[src/rtl/kmu_unpack_pkg.sv]
// Shared types for the KMU unpack path.
// Transform selector encoding and the unpacker's state encoding.
// Imported by kmu_unpacker.
package kmu_unpack_pkg;

    typedef enum logic [1:0] {
        PLAIN = 2'b00,
        UNZIP = 2'b01,
        BREV8 = 2'b10,
        RSVD  = 2'b11
    } unpack_mode_t;

    typedef enum logic [1:0] {
        IDLE    = 2'b00,
        EMIT_LO = 2'b01,
        EMIT_HI = 2'b10
    } unpack_state_t;

endpackage

[src/rtl/unzip_gather.sv]
// Purpose: even/odd bit gather (inverse of zip); even bits to the low half, odd bits to the high half.
// Latency: purely combinational.
// Backpressure: none, no handshake.
// Ports: din  - WIDTH-bit packed word
//        dout - dout[k] = din[2k], dout[WIDTH/2+k] = din[2k+1]
module unzip_gather #(
    parameter int WIDTH = 32
) (
    input  logic [WIDTH-1:0] din,
    output logic [WIDTH-1:0] dout
);

    for (genvar k = 0; k < WIDTH / 2; k++) begin : g_gather
        assign dout[k]           = din[2 * k];
        assign dout[WIDTH/2 + k] = din[2 * k + 1];
    end

endmodule

[src/rtl/kmu_unpacker.sv]
// Purpose: accepts one packed word, optionally unzips or brev8s it, emits it as two halfwords (lower first).
// Latency: low half valid the cycle after input acceptance; one word per 2 cycles with OutReady held high.
// Backpressure: OutData held stable while OutReady is low; InReady = 0 in EMIT_LO, InReady = OutReady in EMIT_HI.
// Ports: clk, reset_n (async active-low); InValid/InReady/InData/InMode input handshake;
//        OutValid/OutReady/OutData/OutLast output handshake (OutLast marks the upper half); Busy = a word is held.
// Option: define KMU_UNPACK_PARITY_EN to add OutParity, the XOR-reduction of OutData.
module kmu_unpacker
    import kmu_unpack_pkg::*;
#(
    parameter int WIDTH = 32
) (
    input  logic               clk,
    input  logic               reset_n,
    input  logic               InValid,
    output logic               InReady,
    input  logic [WIDTH-1:0]   InData,
    input  logic [1:0]         InMode,
    output logic               OutValid,
    input  logic               OutReady,
    output logic [WIDTH/2-1:0] OutData,
    output logic               OutLast,
    output logic               Busy
`ifdef KMU_UNPACK_PARITY_EN
    ,
    output logic               OutParity
`endif
);

    localparam int HALF = WIDTH / 2;

    unpack_state_t    state;
    unpack_state_t    state_nxt;
    logic [WIDTH-1:0] hold;
    logic [WIDTH-1:0] xform;
    logic [WIDTH-1:0] unzip_w;
    logic [WIDTH-1:0] brev_w;
    logic             in_hs;
    logic             out_hs;

    // ---------------------------------------------------------------
    // Transform paths, all computed from the live input word
    // ---------------------------------------------------------------
    unzip_gather #(
        .WIDTH (WIDTH)
    ) u_unzip (
        .din  (InData),
        .dout (unzip_w)
    );

    for (genvar b = 0; b < WIDTH / 8; b++) begin : g_byte
        for (genvar j = 0; j < 8; j++) begin : g_bit
            assign brev_w[8 * b + j] = InData[8 * b + 7 - j];
        end
    end

    // The reserved encoding falls through to the plain split.
    always_comb begin
        xform = InData;
        case (unpack_mode_t'(InMode))
            UNZIP:   xform = unzip_w;
            BREV8:   xform = brev_w;
            default: xform = InData;
        endcase
    end

    assign in_hs  = InValid & InReady;
    assign out_hs = OutValid & OutReady;

    // ---------------------------------------------------------------
    // FSM: state register
    // ---------------------------------------------------------------
    always_ff @(posedge clk or negedge reset_n) begin
        if (!reset_n) begin
            state <= IDLE;
        end else begin
            state <= state_nxt;
        end
    end

    // ---------------------------------------------------------------
    // FSM: next state
    // ---------------------------------------------------------------
    always_comb begin
        state_nxt = state;
        case (state)
            IDLE: begin
                if (in_hs) state_nxt = EMIT_LO;
            end
            EMIT_LO: begin
                if (out_hs) state_nxt = EMIT_HI;
            end
            EMIT_HI: begin
                // A new word can land in the same cycle the upper half leaves.
                if (out_hs) state_nxt = in_hs ? EMIT_LO : IDLE;
            end
            default: state_nxt = IDLE;
        endcase
    end

    // ---------------------------------------------------------------
    // FSM: outputs (data taken from the holding register only)
    // ---------------------------------------------------------------
    always_comb begin
        InReady  = 1'b0;
        OutValid = 1'b0;
        OutLast  = 1'b0;
        OutData  = hold[HALF-1:0];
        case (state)
            IDLE: begin
                InReady = 1'b1;
            end
            EMIT_LO: begin
                OutValid = 1'b1;
            end
            EMIT_HI: begin
                OutValid = 1'b1;
                OutLast  = 1'b1;
                OutData  = hold[WIDTH-1:HALF];
                InReady  = OutReady;
            end
            default: InReady = 1'b0;
        endcase
    end

    assign Busy = (state != IDLE);

    // ---------------------------------------------------------------
    // Holding register, loaded only on an input handshake
    // ---------------------------------------------------------------
    always_ff @(posedge clk or negedge reset_n) begin
        if (!reset_n) begin
            hold <= '0;
        end else if (in_hs) begin
            hold <= xform;
        end
    end

`ifdef KMU_UNPACK_PARITY_EN
    logic par_lo;
    logic par_hi;

    // Both half parities precomputed at load so OutParity is a mux, not an XOR tree.
    always_ff @(posedge clk or negedge reset_n) begin
        if (!reset_n) begin
            par_lo <= 1'b0;
            par_hi <= 1'b0;
        end else if (in_hs) begin
            par_lo <= ^xform[HALF-1:0];
            par_hi <= ^xform[WIDTH-1:HALF];
        end
    end

    assign OutParity = (state == EMIT_HI) ? par_hi : par_lo;
`endif

endmodule

[config.mk]
export PLATFORM = sky130hd
export DESIGN_NAME = kmu_unpacker
export DESIGN_NICKNAME = d
export VERILOG_FILES = /design/src/rtl/kmu_unpack_pkg.sv /design/src/rtl/unzip_gather.sv /design/src/rtl/kmu_unpacker.sv
export SDC_FILE = /design/constraint.sdc
export NUM_CORES = 1
export LEC_CHECK = 0
export BUFFER_PORTS_ARGS = -buffer_cell sky130_fd_sc_hd__buf_2
export CAP_MARGIN = 20
export CORE_MARGIN = 3
export CORE_UTILIZATION = 58
export DETAILED_ROUTE_END_ITERATION = 10
export PLACE_DENSITY_LB_ADDON = 0.2
export SYNTH_ARGS = -nofsm -noshare
export SYNTH_HDL_FRONTEND = slang
export SYNTH_SLANG_ARGS = --single-unit
export TNS_END_PERCENT = 1
[constraint.sdc]
create_clock -name clk -period 3.89 [get_ports clk]
set_clock_uncertainty 0.1 [all_clocks]
set_input_delay 0.389 -clock clk [delete_from_list [all_inputs] [get_ports clk]]
set_output_delay 0.389 -clock clk [all_outputs]
set_load 0.05 [all_outputs]
Word-level counts from Yosys, hierarchy flattened --
Index checks and enable logic that the tools add are counted.
Storage, ports and cells: flip-flop bits (word level) 34, bits of input ports 38
Cells by class: equal/unequal tests 7, muxes and demuxes 10, bitwise operators 2, reductions and logical operators 4
Operators by type and width (count):
- 32-bit one-hot mux with 2 select lines | 1
- 16-bit two-way mux | 1
- 2-bit two-way mux | 3
- 2-bit inequality test, second input constant | 3
- 2-bit one-hot mux with 3 select lines | 1
- 2-bit by 1-bit == test with 1-bit output, second input constant | 2
- 2-bit == test, second input constant | 2
- 1-bit two-way mux | 3
- 3-bit AND reduction | 1
- 1-bit bitwise AND | 2
- 2-bit zero test | 1
- 1-bit one-hot mux with 2 select lines | 1
- 2-bit nonzero test | 1
- 2-bit OR reduction | 1

Longest topological paths before layout --
Gate-level depths: netlist of the first run.
depth in word-level cells 6, mapped depth 8

Hierarchy --
A second synthesis of the first run with hierarchy kept.
Second synthesis, totals: cells, all modules 285, area, all modules 2568.7 µm²
Modules (own cells, without submodules):
- kmu_unpacker | instances 1, cells an instance 253, area each 2328.5 µm², seq. area each 850.8 µm²
- unzip_gather | instances 1, cells an instance 32, area each 240.2 µm², seq. area each 0.0 µm²

Worst setup path after synthesis of the first run --
No wires, ideal clock.
path type register to output, from reg state[0], to out OutData[10], arrival time 1.866 ns, data required time 3.401 ns, path slack 1.535 ns, stages on the path, launching flop included 6, cells stage by stage dfrtp_1 -> inv_1 -> ha_1 -> buf_6 -> buf_2 -> mux2_2
On the way: cells in the longest elaborated chain, start to end 2
Ends and longest elaborated chain:
- start: declaration | RTL line kmu_unpacker.sv:31 | unpack_state_t state;
- start signal: assignment | RTL line kmu_unpacker.sv:76 | state <= state_nxt;
- 2-bit == test | RTL line kmu_unpacker.sv:108 | case (state)
- 16-bit two-way mux | RTL line kmu_unpacker.sv:108
- end: declaration | RTL line kmu_unpacker.sv:20 | output logic [WIDTH/2-1:0] OutData,
Every way passes these cells.

Worst setup path after layout of the first run --
from reg state[0], to out OutData[13]
The elaborated chain is that of the path after synthesis.

==> key figures, run 1 <==
Status
  • Status: finished, final reports clean

GRT
  • First-pass GRT wire length: 8540 µm
  • Gr usage total: 0.220
  • GRT overflow: 0
  • Vias in the first global route: 1794
  • Initial antenna violation count: 0
  • Largest net degree at the start of global routing: 65

STA
  • Max_slew headroom: 0.334
  • F_max: 0.376 GHz
  • Final WS setup: 1.23 ns
  • Fin crit share: 0.684
  • Hold Vio Cnt, Final: 0
  • Total Negative Setup Slacks: 0 ns
  • RSZ-0062 raised after global routing: false
  • Number of max-slew violations in the final report: 0
  • Final min period: 2.66 ns
  • Worst-margin pin slew: 1.00 ns
  • Final setup violation count: 0

Synthesis
  • Syn_nets: 296
  • Synth top area cells: dfrtp_1, o21ai_2, a22oi_1
  • Mapped Avg Cell Area: 9.25 µm²
  • Post-synthesis cell area: 2320 µm²
  • Synth cell types: 22
  • Synth warn: 0
  • Synth Instances: 251
  • Yosys top cell by area: dfrtp_1
  • Synthesized flop and latch total: 34
  • Sequential area share after synthesis: 0.367
  • Yosys top cell area share: 0.367

Placement
  • Placed insts: 337
  • Post-DP HPWL: 3660 µm
  • GP Congestion: 0.829
  • Place WS: 1.51 ns
  • I/O Buffers: 57

Floorplan
  • Die Span Y: 69.3 µm
  • Ports: 58
  • Std-Cell Rows: 22
  • Die X: 69.3 µm
  • Initial Utilization: 0.615
  • Die Area: 4800 µm²
  • CORE AREA: 3770 µm²

CTS
  • CTS tree: done
  • Hold Buf Count CTS: 0
  • CTS sink count: 34
  • Worst-path clk slew: 0.07 ns
  • Cts repair resizes: 0
  • Setup Buffers After CTS: 0
  • Max H-tree Level: 2
  • CTS root buf: clkbuf_8
  • Worst skew pair latency: 0.28 ns
  • Clock Path Buffers: 2
  • Total CTS buffers: 5

Critical path
  • CP arrival: 2.17 ns
  • Worst path max stage delay: 0.74 ns
  • Slowest CP cell: ha_1
  • Crit path max fanout: 19
  • Setup Crit Path Kind: register to primary output
  • Worst setup EP type: primary output
  • Worst setup startpoint: state[0]
  • Required @ worst endpoint: 3.40 ns
  • Reg2reg start: state[0]
  • Crit path cell chain: inv_1 > ha_1 > mux2_2 > buf_2
  • Crit start category: register

Run
  • Max cap viols: 0

Route
  • Wirelength, routed: 4950 µm
  • DRC viols: 0
  • Total number of vias: 1944
  • Detailed-route wire length per cell: 14.3 µm
  • DRT iter0 DRCs: 152
  • Antenna Nets Post-Route: 0
  • DR pass1 iterations: 4
  • Vias/cell: 5.63

Finish
  • Layout area overhead: 12.9%
  • Layout Nets: 341
  • # diodes: 0
  • Share of cells above drive strength 1: 0.414
  • Fin cells: 345
  • Fill cells: 314

Power and ir drop
  • PD cells: 845 nW/µm²
  • Peak supply drop: 526 µV
  • Lkg Pwr: 1.23 nW

Min path
  • Worst hold path type: primary input to asynchronous set/reset pin
## synth_stat cells (all sizes together)
master and n:
dfrtp 34, nand2 34, o21ai 34, a22oi 32, a21oi 31, nor2 30, mux2 18, buf 16
ha 7, clkbuf 5, inv 5, nor2b 2, a31o 1, nand4 1, or2 1
## placed cells by master, fill, tap and decap left out
| cell | instances |
|---|---|
| a21oi_1 | 31 |
| a22oi_1 | 32 |
| a31o_4 | 1 |
| buf_2 | 57 |
| buf_4 | 2 |
| clkbuf_8 | 8 |
| dfrtp_1 | 34 |
| ha_1 | 7 |
| inv_1 | 5 |
| mux2_2 | 18 |
| nand2_1 | 29 |
| nand2_2 | 4 |
| nand2_8 | 1 |
| nand4_1 | 1 |
| nor2_1 | 30 |
| nor2b_1 | 2 |
| o21ai_0 | 2 |
| o21ai_1 | 1 |
| o21ai_2 | 31 |
| or2_2 | 1 |
## critical path: cells and delay by family (launching register included)
kind	cells	cell delay [ns]
mux	1	0.41
buf+inv	2	0.32
flops	1	0.41
fa+ha+maj	1	0.74
## final timing paths
check / endpoint / slack (ns) / cells past startpoint
min in group clk: hold[29] / 0.30 / 3
setup / recovery: OutData[13] / 1.23 / 4
max in group asynchronous: hold[16] / 3.15 / 1
hold reg to reg: hold[19] / 0.38 / 2
hold / removal: hold[30] / 0.06 / 1
setup reg to reg: hold[1] / 1.54 / 6
## sequential cells by signal (all words and copies together) (netlist names)
name,cells
hold,32
state,2
## stage by stage
step                power, W  area (µm²)   util  hold WS [ns]
floorplan            0.00176        2320      -      -0.00659
global placement     0.00190        2510  0.666         0.355
detailed placement   0.00193        2510  0.666         0.363
CTS                  0.00224        2620  0.695        0.0810
global route         0.00236        2620  0.695         0.117
finish               0.00221        2620  0.695        0.0618
## cell type report
type                    instances  area, µm²  area share
multi-input cells             191       1280       0.489
flip-flops and latches         34        851       0.325
repair buffers                 59        300       0.115
clock buffers                   8        110      0.0420
well taps                      48       60.1      0.0229
inverters                       5       18.8     0.00716
## cells by family after synthesis
logic type                 after synthesis  synth area share
muxes                                   18            0.0873
and+or+nand+nor                         68             0.126
DFF                                     34             0.367
buffers and inverters                   26            0.0814
AOI/OAI and AO/OA                       98             0.301
adders and majority gates                7            0.0377
## report_power, final
group,internal (W),switching [W]
combinational,0.000402,0.000884
clock,0.000179,0.000125
sequential,0.000527,0.0000978
total,0.00111,0.00111
## routing by layer
| metal | vias up | part of all wire | track usage |
|---|---|---|---|
| met3 | 7 | 0.066 | 0.0522 |
| met1 | 882 | 0.45 | 0.311 |
| li1 | 993 | - | - |
| met2 | 62 | 0.47 | 0.335 |
| met4 | 0 | 0.014 | 0.0716 |
| met5 | - | 0 | 0 |
No activity file was read; power rests on OpenSTA's default activity.
==> inputs of run 2 (changes only) <==
--- a/config.mk
+++ b/config.mk
@@ -8,7 +8,7 @@
 export BUFFER_PORTS_ARGS = -buffer_cell sky130_fd_sc_hd__buf_2
 export CAP_MARGIN = 20
 export CORE_MARGIN = 3
-export CORE_UTILIZATION = 58
+export CORE_UTILIZATION = 53
 export DETAILED_ROUTE_END_ITERATION = 10
 export PLACE_DENSITY_LB_ADDON = 0.2
 export SYNTH_ARGS = -nofsm -noshare
==> constraint.sdc (replaced) <==
create_clock -name clk -period 2.8 [get_ports clk]
set_clock_uncertainty 0.1 [all_clocks]
set_input_delay 0.28 -clock clk [delete_from_list [all_inputs] [get_ports clk]]
set_output_delay 0.28 -clock clk [all_outputs]
set_load 0.05 [all_outputs]
==> run 2 against run 1 <==
- critical path depth grew 1
- total power increased by 36%
- register-to-register slack worse by 0.81 ns
- setup slack lost 0.87 ns
- critical path type unchanged
- largest power group unchanged
==> key figures, run 2 (synthesized netlist as in run 1, its figures left out) <==
Power and ir drop
  • Lkg Pwr: 1.23 nW (about the same)
  • Peak supply drop: 638 µV (+21%)
  • Clk pwr share: 0.113 (-0.024)
  • Switching share of total power: 0.511 (+0.0110)
  • Switching pwr: 0.00154 W (+39%)
  • P_int: 0.00148 W (+33%)
  • PD cells: 1150 nW/µm² (+36%)
  • Sequential share of power: 0.284 (+0.002)
  • Comb power frac: 0.603 (+0.022)

Finish
  • Top reg by flops: hold
  • Commonest non-fill, non-tap cell in the layout: buf_2
  • Max reg flops: 32 (unchanged)
  • # diodes: 0 (unchanged)
  • Share of cells above drive strength 1: 0.413 (-0.00139)
  • Layout Nets: 343 (+0.59%)
  • Most frequent cells in the layout: buf_2, dfrtp_1, a22oi_1
  • Layout area overhead: 13.0% (about the same)
  • Fin area: 2620 µm² (about the same)
  • Top Registers: hold x32, state x2
  • Utilization after layout: 0.637 (-0.0578)

Placement
  • Post-DP HPWL: 3820 µm (+4.3%)
  • DP Area: 2530 µm² (+0.90%)
  • GP Congestion: 0.836 (+0.84%)
  • I/O Buffers: 57 (unchanged)

Route
  • DR pass1 iterations: 4 (unchanged)
  • Vias/cell: 5.70 (+1.2%)
  • Total number of vias: 1984 (+2.1%)
  • Wirelength, routed: 5180 µm (+4.6%)
  • DRT iter0 DRCs: 75 (-51%)
  • Detailed-route wire length per cell: 14.9 µm (+3.7%)
  • Antenna Nets Post-Route: 0 (unchanged)
  • DRC viols: 0 (unchanged)

GRT
  • Initial antenna violation count: 0 (unchanged)
  • GRT overflow: 0 (unchanged)
  • Largest net degree at the start of global routing: 65 (unchanged)
  • Vias in the first global route: 1813 (+1.1%)
  • First-pass GRT wire length: 8580 µm (+0.56%)
  • Gr usage total: 0.212 (-0.00888)

STA
  • Final min period: 2.44 ns
  • Hold Vio Cnt, Final: 0 (unchanged)
  • Worst-margin pin slew: 1.02 ns (+0.0243 ns)
  • Number of max-slew violations in the final report: 0 (unchanged)
  • Max_slew headroom: 0.317 (-0.0162)
  • Total Negative Setup Slacks: 0 ns (unchanged)
  • Final setup violation count: 0 (unchanged)
  • F_max: 0.410 GHz
  • Fin crit share: 0.871
  • Minimum hold slack: 0.201 ns (+0.139 ns)
  • RSZ-0062 raised after global routing: false

Status
  • Status: finished, final reports clean

Floorplan
  • CORE AREA: 4120 µm² (+9.1%)
  • Die X: 72.2 µm (+4.2%)
  • Std-Cell Rows: 23 (+4.5%)
  • Die Area: 5210 µm² (+8.6%)
  • Ports: 58 (unchanged)
  • Die Span Y: 72.2 µm (+4.2%)
  • Initial Utilization: 0.564 (-0.0515)

Critical path
  • Crit start category: register
  • Setup Crit Path Kind: register to primary output
  • Worst setup EP type: primary output
  • Crit path max fanout: 10 (-9)
  • Required @ worst endpoint: 2.42 ns (-0.98 ns)
  • CP arrival: 2.06 ns (-0.11 ns)
  • Reg2reg path depth: 6 (unchanged)

Run
  • Max cap viols: 0 (unchanged)

Min path
  • Worst hold path type: primary input to register
  • Hold path depth: 3

CTS
  • CTS root buf: clkbuf_8
  • Worst-path clk slew: 0.07 ns (about the same)
  • Total CTS buffers: 5 (unchanged)
  • Clock Path Buffers: 2 (unchanged)
  • Cts repair resizes: 0 (unchanged)
  • Max H-tree Level: 2 (unchanged)
  • Worst skew pair latency: 0.29 ns (about the same)
  • CTS sink count: 34 (unchanged)
  • CTS tree: done
[run 2: cell count changes in the layout (fill, tap and decap cells not counted)]
| cell | before | now |
|---|---|---|
| dlygate4sd3_1 | 0 | 1 |
| clkbuf_8 | 8 | 5 |
| clkinv_2 | 0 | 2 |
| buf_12 | 0 | 1 |
[run 2: per-stage QoR]
stage	total power [W]	std cells	worst slack (ns)
after floorplan	0.00245	251	0.554
after global placement	0.00267	340	0.736
after detailed placement	0.00271	340	0.658
final	0.00302	348	0.362
after global routing	0.00322	348	0.238
after CTS	0.00305	348	0.333
[run 2: layer usage]
metal | track usage | share of wire | vias to the layer above
met4 | 0.0731 | 0.014 | 0
met5 | 0 | 0 | -
met3 | 0.0499 | 0.058 | 8
li1 | - | - | 996
met2 | 0.315 | 0.47 | 53
met1 | 0.301 | 0.46 | 927
[run 2: final timing paths]
path	startpoint	end	slack, ns
min	InData[29]	hold[29]	0.20
max	state[0]	OutData[8]	0.36
min reg2reg	hold[4]	hold[4]	0.37
min in group asynchronous	reset_n	hold[23]	0.51
max in group asynchronous	reset_n	hold[28]	1.60
max reg2reg	state[0]	hold[27]	0.73
[run 2: repair_timing]
item / CTS / global route
endpoints found under the hold margin: 27 / 0
hold buffers: 1 / 0
setup endpoints to repair: 0 / 0
buffers inserted: 0 / 0
[run 2: final cells by class]
class | instances | area (µm²)
flip-flops and latches | 34 | 851
fillers | 383 | 1490
clock inverters | 2 | 10.0
repair buffers | 61 | 330
well taps | 50 | 62.6
multi-input cells | 191 | 1280
inverters | 5 | 18.8
clock buffers | 5 | 68.8
[run 2: critical path, stage by stage, from the launching register on]
cell and delay (ns):
dfrtp_1 0.41, inv_1 0.12, ha_1 0.49, buf_12 0.20
mux2_2 0.33, buf_2 0.21
[run 2: power by group through the flow]
stage               clock network (W)  logic [W]  registers [W]
floorplan                           0    0.00162       0.000831
global placement                    0    0.00181       0.000861
detailed placement                  0    0.00184       0.000870
CTS                          0.000350    0.00184       0.000862
global route                 0.000369    0.00196       0.000886
finish                       0.000342    0.00182       0.000859
==> inputs of run 3 (changes only) <==
--- a/config.mk
+++ b/config.mk
@@ -5,10 +5,12 @@
 export SDC_FILE = /design/constraint.sdc
 export NUM_CORES = 1
 export LEC_CHECK = 0
+export ABC_AREA = 1
 export BUFFER_PORTS_ARGS = -buffer_cell sky130_fd_sc_hd__buf_2
 export CAP_MARGIN = 20
 export CORE_MARGIN = 3
 export CORE_UTILIZATION = 53
+export CTS_CLUSTER_SIZE = 28
 export DETAILED_ROUTE_END_ITERATION = 10
 export PLACE_DENSITY_LB_ADDON = 0.2
 export SYNTH_ARGS = -nofsm -noshare
==> run 3 against run 2 <==
- count of clock-buffer cells in the layout rose by 1
- global-route usage up 1.5 points
- largest power group unchanged
- critical endpoint is now OutData[7]
- total power is 5.0% lower
- first-iteration DRC count rose by 100%
- via count grew 13%
==> key figures, run 3 <==
Placement
  • I/O Buffers: 57 (unchanged)
  • GP Congestion: 0.838 (+0.20%)
  • Placed insts: 433 (+27%)
  • Post-DP HPWL: 3930 µm (+3.0%)

Critical path
  • Crit path cell chain: inv_1 > ha_1 > buf_4 > mux2_2 > buf_2
  • R2r setup slk: 0.74 ns (about the same)
  • Slowest CP cell: dfrtp_1
  • Required @ worst endpoint: 2.42 ns (about the same)
  • Crit path max-delay family: buffers and inverters
  • Crit start category: register
  • Worst path bufs/invs: 3 (unchanged)
  • Crit path max fanout: 32 (+22)
  • CP arrival: 1.88 ns (-0.18 ns)
  • Setup Crit Path Kind: register to primary output
  • Worst setup EP type: primary output
  • Worst path max stage delay: 0.42 ns (-0.07 ns)

STA
  • Final min period: 2.26 ns (-0.177 ns)
  • Max_slew headroom: 0.494 (+0.176)
  • Hold Vio Cnt, Final: 0 (unchanged)
  • Final setup violation count: 0 (unchanged)
  • Fin crit share: 0.807 (-0.0633)
  • F_max: 0.442 GHz (+7.8%)
  • Total Negative Setup Slacks: 0 ns (unchanged)
  • Worst-margin pin slew: 0.759 ns (-0.264 ns)
  • Number of max-slew violations in the final report: 0 (unchanged)
  • RSZ-0062 raised after global routing: false
  • Minimum hold slack: 0.223 ns (+0.0217 ns)

Finish
  • Top Registers: hold x32, state x2
  • Layout Nets: 438 (+28%)
  • Share of cells above drive strength 1: 0.186 (-0.227)
  • # diodes: 0 (unchanged)
  • Max reg flops: 32 (unchanged)
  • Commonest non-fill, non-tap cell in the layout: nand2_1
  • Layout area overhead: 17.4%
  • Top reg by flops: hold
  • Fin cells: 441 (+27%)
  • Fill cells: 363 (-5.2%)
  • Most frequent cells in the layout: nand2_1, buf_2, dfrtp_1

CTS
  • Setup Buffers After CTS: 0 (unchanged)
  • CTS sink count: 34 (unchanged)
  • Worst-path clk slew: 0.07 ns (about the same)
  • Worst skew pair latency: 0.28 ns (about the same)
  • Max H-tree Level: 2 (unchanged)
  • Clock Path Buffers: 2 (unchanged)
  • CTS root buf: clkbuf_8
  • Total CTS buffers: 5 (unchanged)
  • CTS tree: done

Power and ir drop
  • Peak supply drop: 506 µV (-21%)
  • Lkg Pwr: 1.44 nW (+17%)
  • PD cells: 1100 nW/µm² (-4.7%)

Floorplan
  • Die Area: 5010 µm² (-3.8%)
  • Initial Utilization: 0.578 (+0.0136)
  • Ports: 58 (unchanged)
  • Std-Cell Rows: 22 (-4.3%)
  • Die X: 70.8 µm (-1.9%)
  • Die Span Y: 70.8 µm (-1.9%)
  • CORE AREA: 3850 µm² (-6.4%)

Synthesis
  • Post-synth EDFFs: 0 (unchanged)
  • Synthesized flop and latch total: 34 (unchanged)
  • Synth cell types: 20 (-9.1%)
  • Ys async rst share: 1.00 (unchanged)
  • Sequential area share after synthesis: 0.382 (+0.0157)
  • Yosys top cell by area: dfrtp_1
  • Post-synth top cells: nand2_1, dfrtp_1, nand3_1
  • Syn_nets: 387 (+31%)
  • Yosys top cell area share: 0.382 (+0.0157)
  • Mapped Avg Cell Area: 6.51 µm² (-30%)
  • Synth top area cells: dfrtp_1, nand2_1, nand3_1
  • Most used DFF post-synth: dfrtp_1
  • Synth Instances: 342 (+36%)
  • Cell with the most instances after synthesis: nand2_1
  • Synth warn: 0 (unchanged)
  • Post-synthesis cell area: 2230 µm² (-4.1%)

GRT
  • GRT overflow: 0 (unchanged)
  • Gr usage total: 0.227 (+0.0151)
  • Vias in the first global route: 2002 (+10%)
  • First-pass GRT wire length: 9100 µm (+6.0%)
  • Largest net degree at the start of global routing: 48 (-26%)
  • Initial antenna violation count: 0 (unchanged)

Min path
  • Worst hold path type: primary input to register

Route
  • DR pass1 iterations: 4 (unchanged)
  • Vias/cell: 5.07 (-11%)
  • Wirelength, routed: 5360 µm (+3.5%)
  • Total number of vias: 2238 (+13%)
  • DRT iter0 DRCs: 150 (+100%)
  • DRC viols: 0 (unchanged)
  • Detailed-route wire length per cell: 12.1 µm (-18%)
  • Antenna Nets Post-Route: 0 (unchanged)

Status
  • Status: finished, final reports clean

Run
  • Max cap viols: 0 (unchanged)
[run 3: changes by cell type after synthesis, moves of 17 or more]
| cell | before | now |
|---|---|---|
| nand2_1 | 29 | 177 |
| a22oi_1 | 32 | 0 |
| o21ai_2 | 31 | 0 |
| a21oi_1 | 31 | 1 |
| nand3_1 | 0 | 30 |
| nor2_1 | 30 | 5 |
| inv_1 | 5 | 28 |
| o21ai_0 | 2 | 25 |
| mux2_2 | 18 | 1 |
[run 3: path summary, 6_finish.rpt]
kind | startpoint | to | depth (start not counted)
max in group asynchronous | reset_n | hold[28] | 2
hold / removal | InData[5] | hold[18] | 5
hold reg to reg | hold[7] | hold[7] | 2
setup / recovery | state[0] | OutData[7] | 5
setup reg to reg | state[0] | hold[1] | 7
min in group asynchronous | reset_n | hold[16] | 2
[run 3: cells by family after synthesis]
group | count (synthesis) | share of synthesized area
AOI/OAI and AO/OA | 37 | 0.0866
adders and majority gates | 7 | 0.0393
buffers and inverters | 48 | 0.102
DFF | 34 | 0.382
muxes | 1 | 0.00506
and+or+nand+nor | 215 | 0.384
[run 3: repair_timing]
action	CTS	global route
resized for setup	0	0
hold endpoints to repair	34	0
hold buffers	1	0
[run 3: power breakdown]
part | internal (W) | switching [W]
Combinational | 0.000395 | 0.00123
Clock | 0.000285 | 0.000177
Sequential | 0.000696 | 0.0000864
[run 3: layer usage]
metal / track usage / part of all wire / vias to the layer above
li1: - / - / 1157
met2: 0.363 / 0.45 / 70
met5: 0 / 0 / -
met1: 0.310 / 0.47 / 1005
met4: 0.0710 / 0.011 / 0
met3: 0.0455 / 0.069 / 6
[run 3: area by class of cell]
| type | count | area [µm²] | area share |
|---|---|---|---|
| tap | 48 | 60.1 | 0.0230 |
| sequential | 34 | 851 | 0.326 |
| multi-input combinational | 260 | 1150 | 0.439 |
| timing repair buffer | 63 | 333 | 0.127 |
| inverter | 29 | 109 | 0.0417 |
| clock inverter | 1 | 30.0 | 0.0115 |
| clock buffer | 6 | 82.6 | 0.0316 |
[run 3: stage by stage]
| step | setup slack (ns) | total power (W) | util | area (µm²) |
|---|---|---|---|---|
| finish | 0.539 | 0.00287 | 0.678 | 2610 |
| global placement | 0.803 | 0.00240 | 0.646 | 2490 |
| detailed placement | 0.745 | 0.00242 | 0.646 | 2490 |
| CTS | 0.532 | 0.00289 | 0.678 | 2610 |
| floorplan | 0.168 | 0.00210 | - | 2230 |
| global route | 0.442 | 0.00308 | 0.678 | 2610 |
[run 3: worst register-to-register path, delay by kind of cell (launching register included)]
kind | cells | cell delay [ns]
buffers and inverters | 2 | 0.67
DFF | 1 | 0.42
and+or+nand+nor | 3 | 0.35
adders and majority gates | 1 | 0.20
AOI/OAI and AO/OA | 1 | 0.19
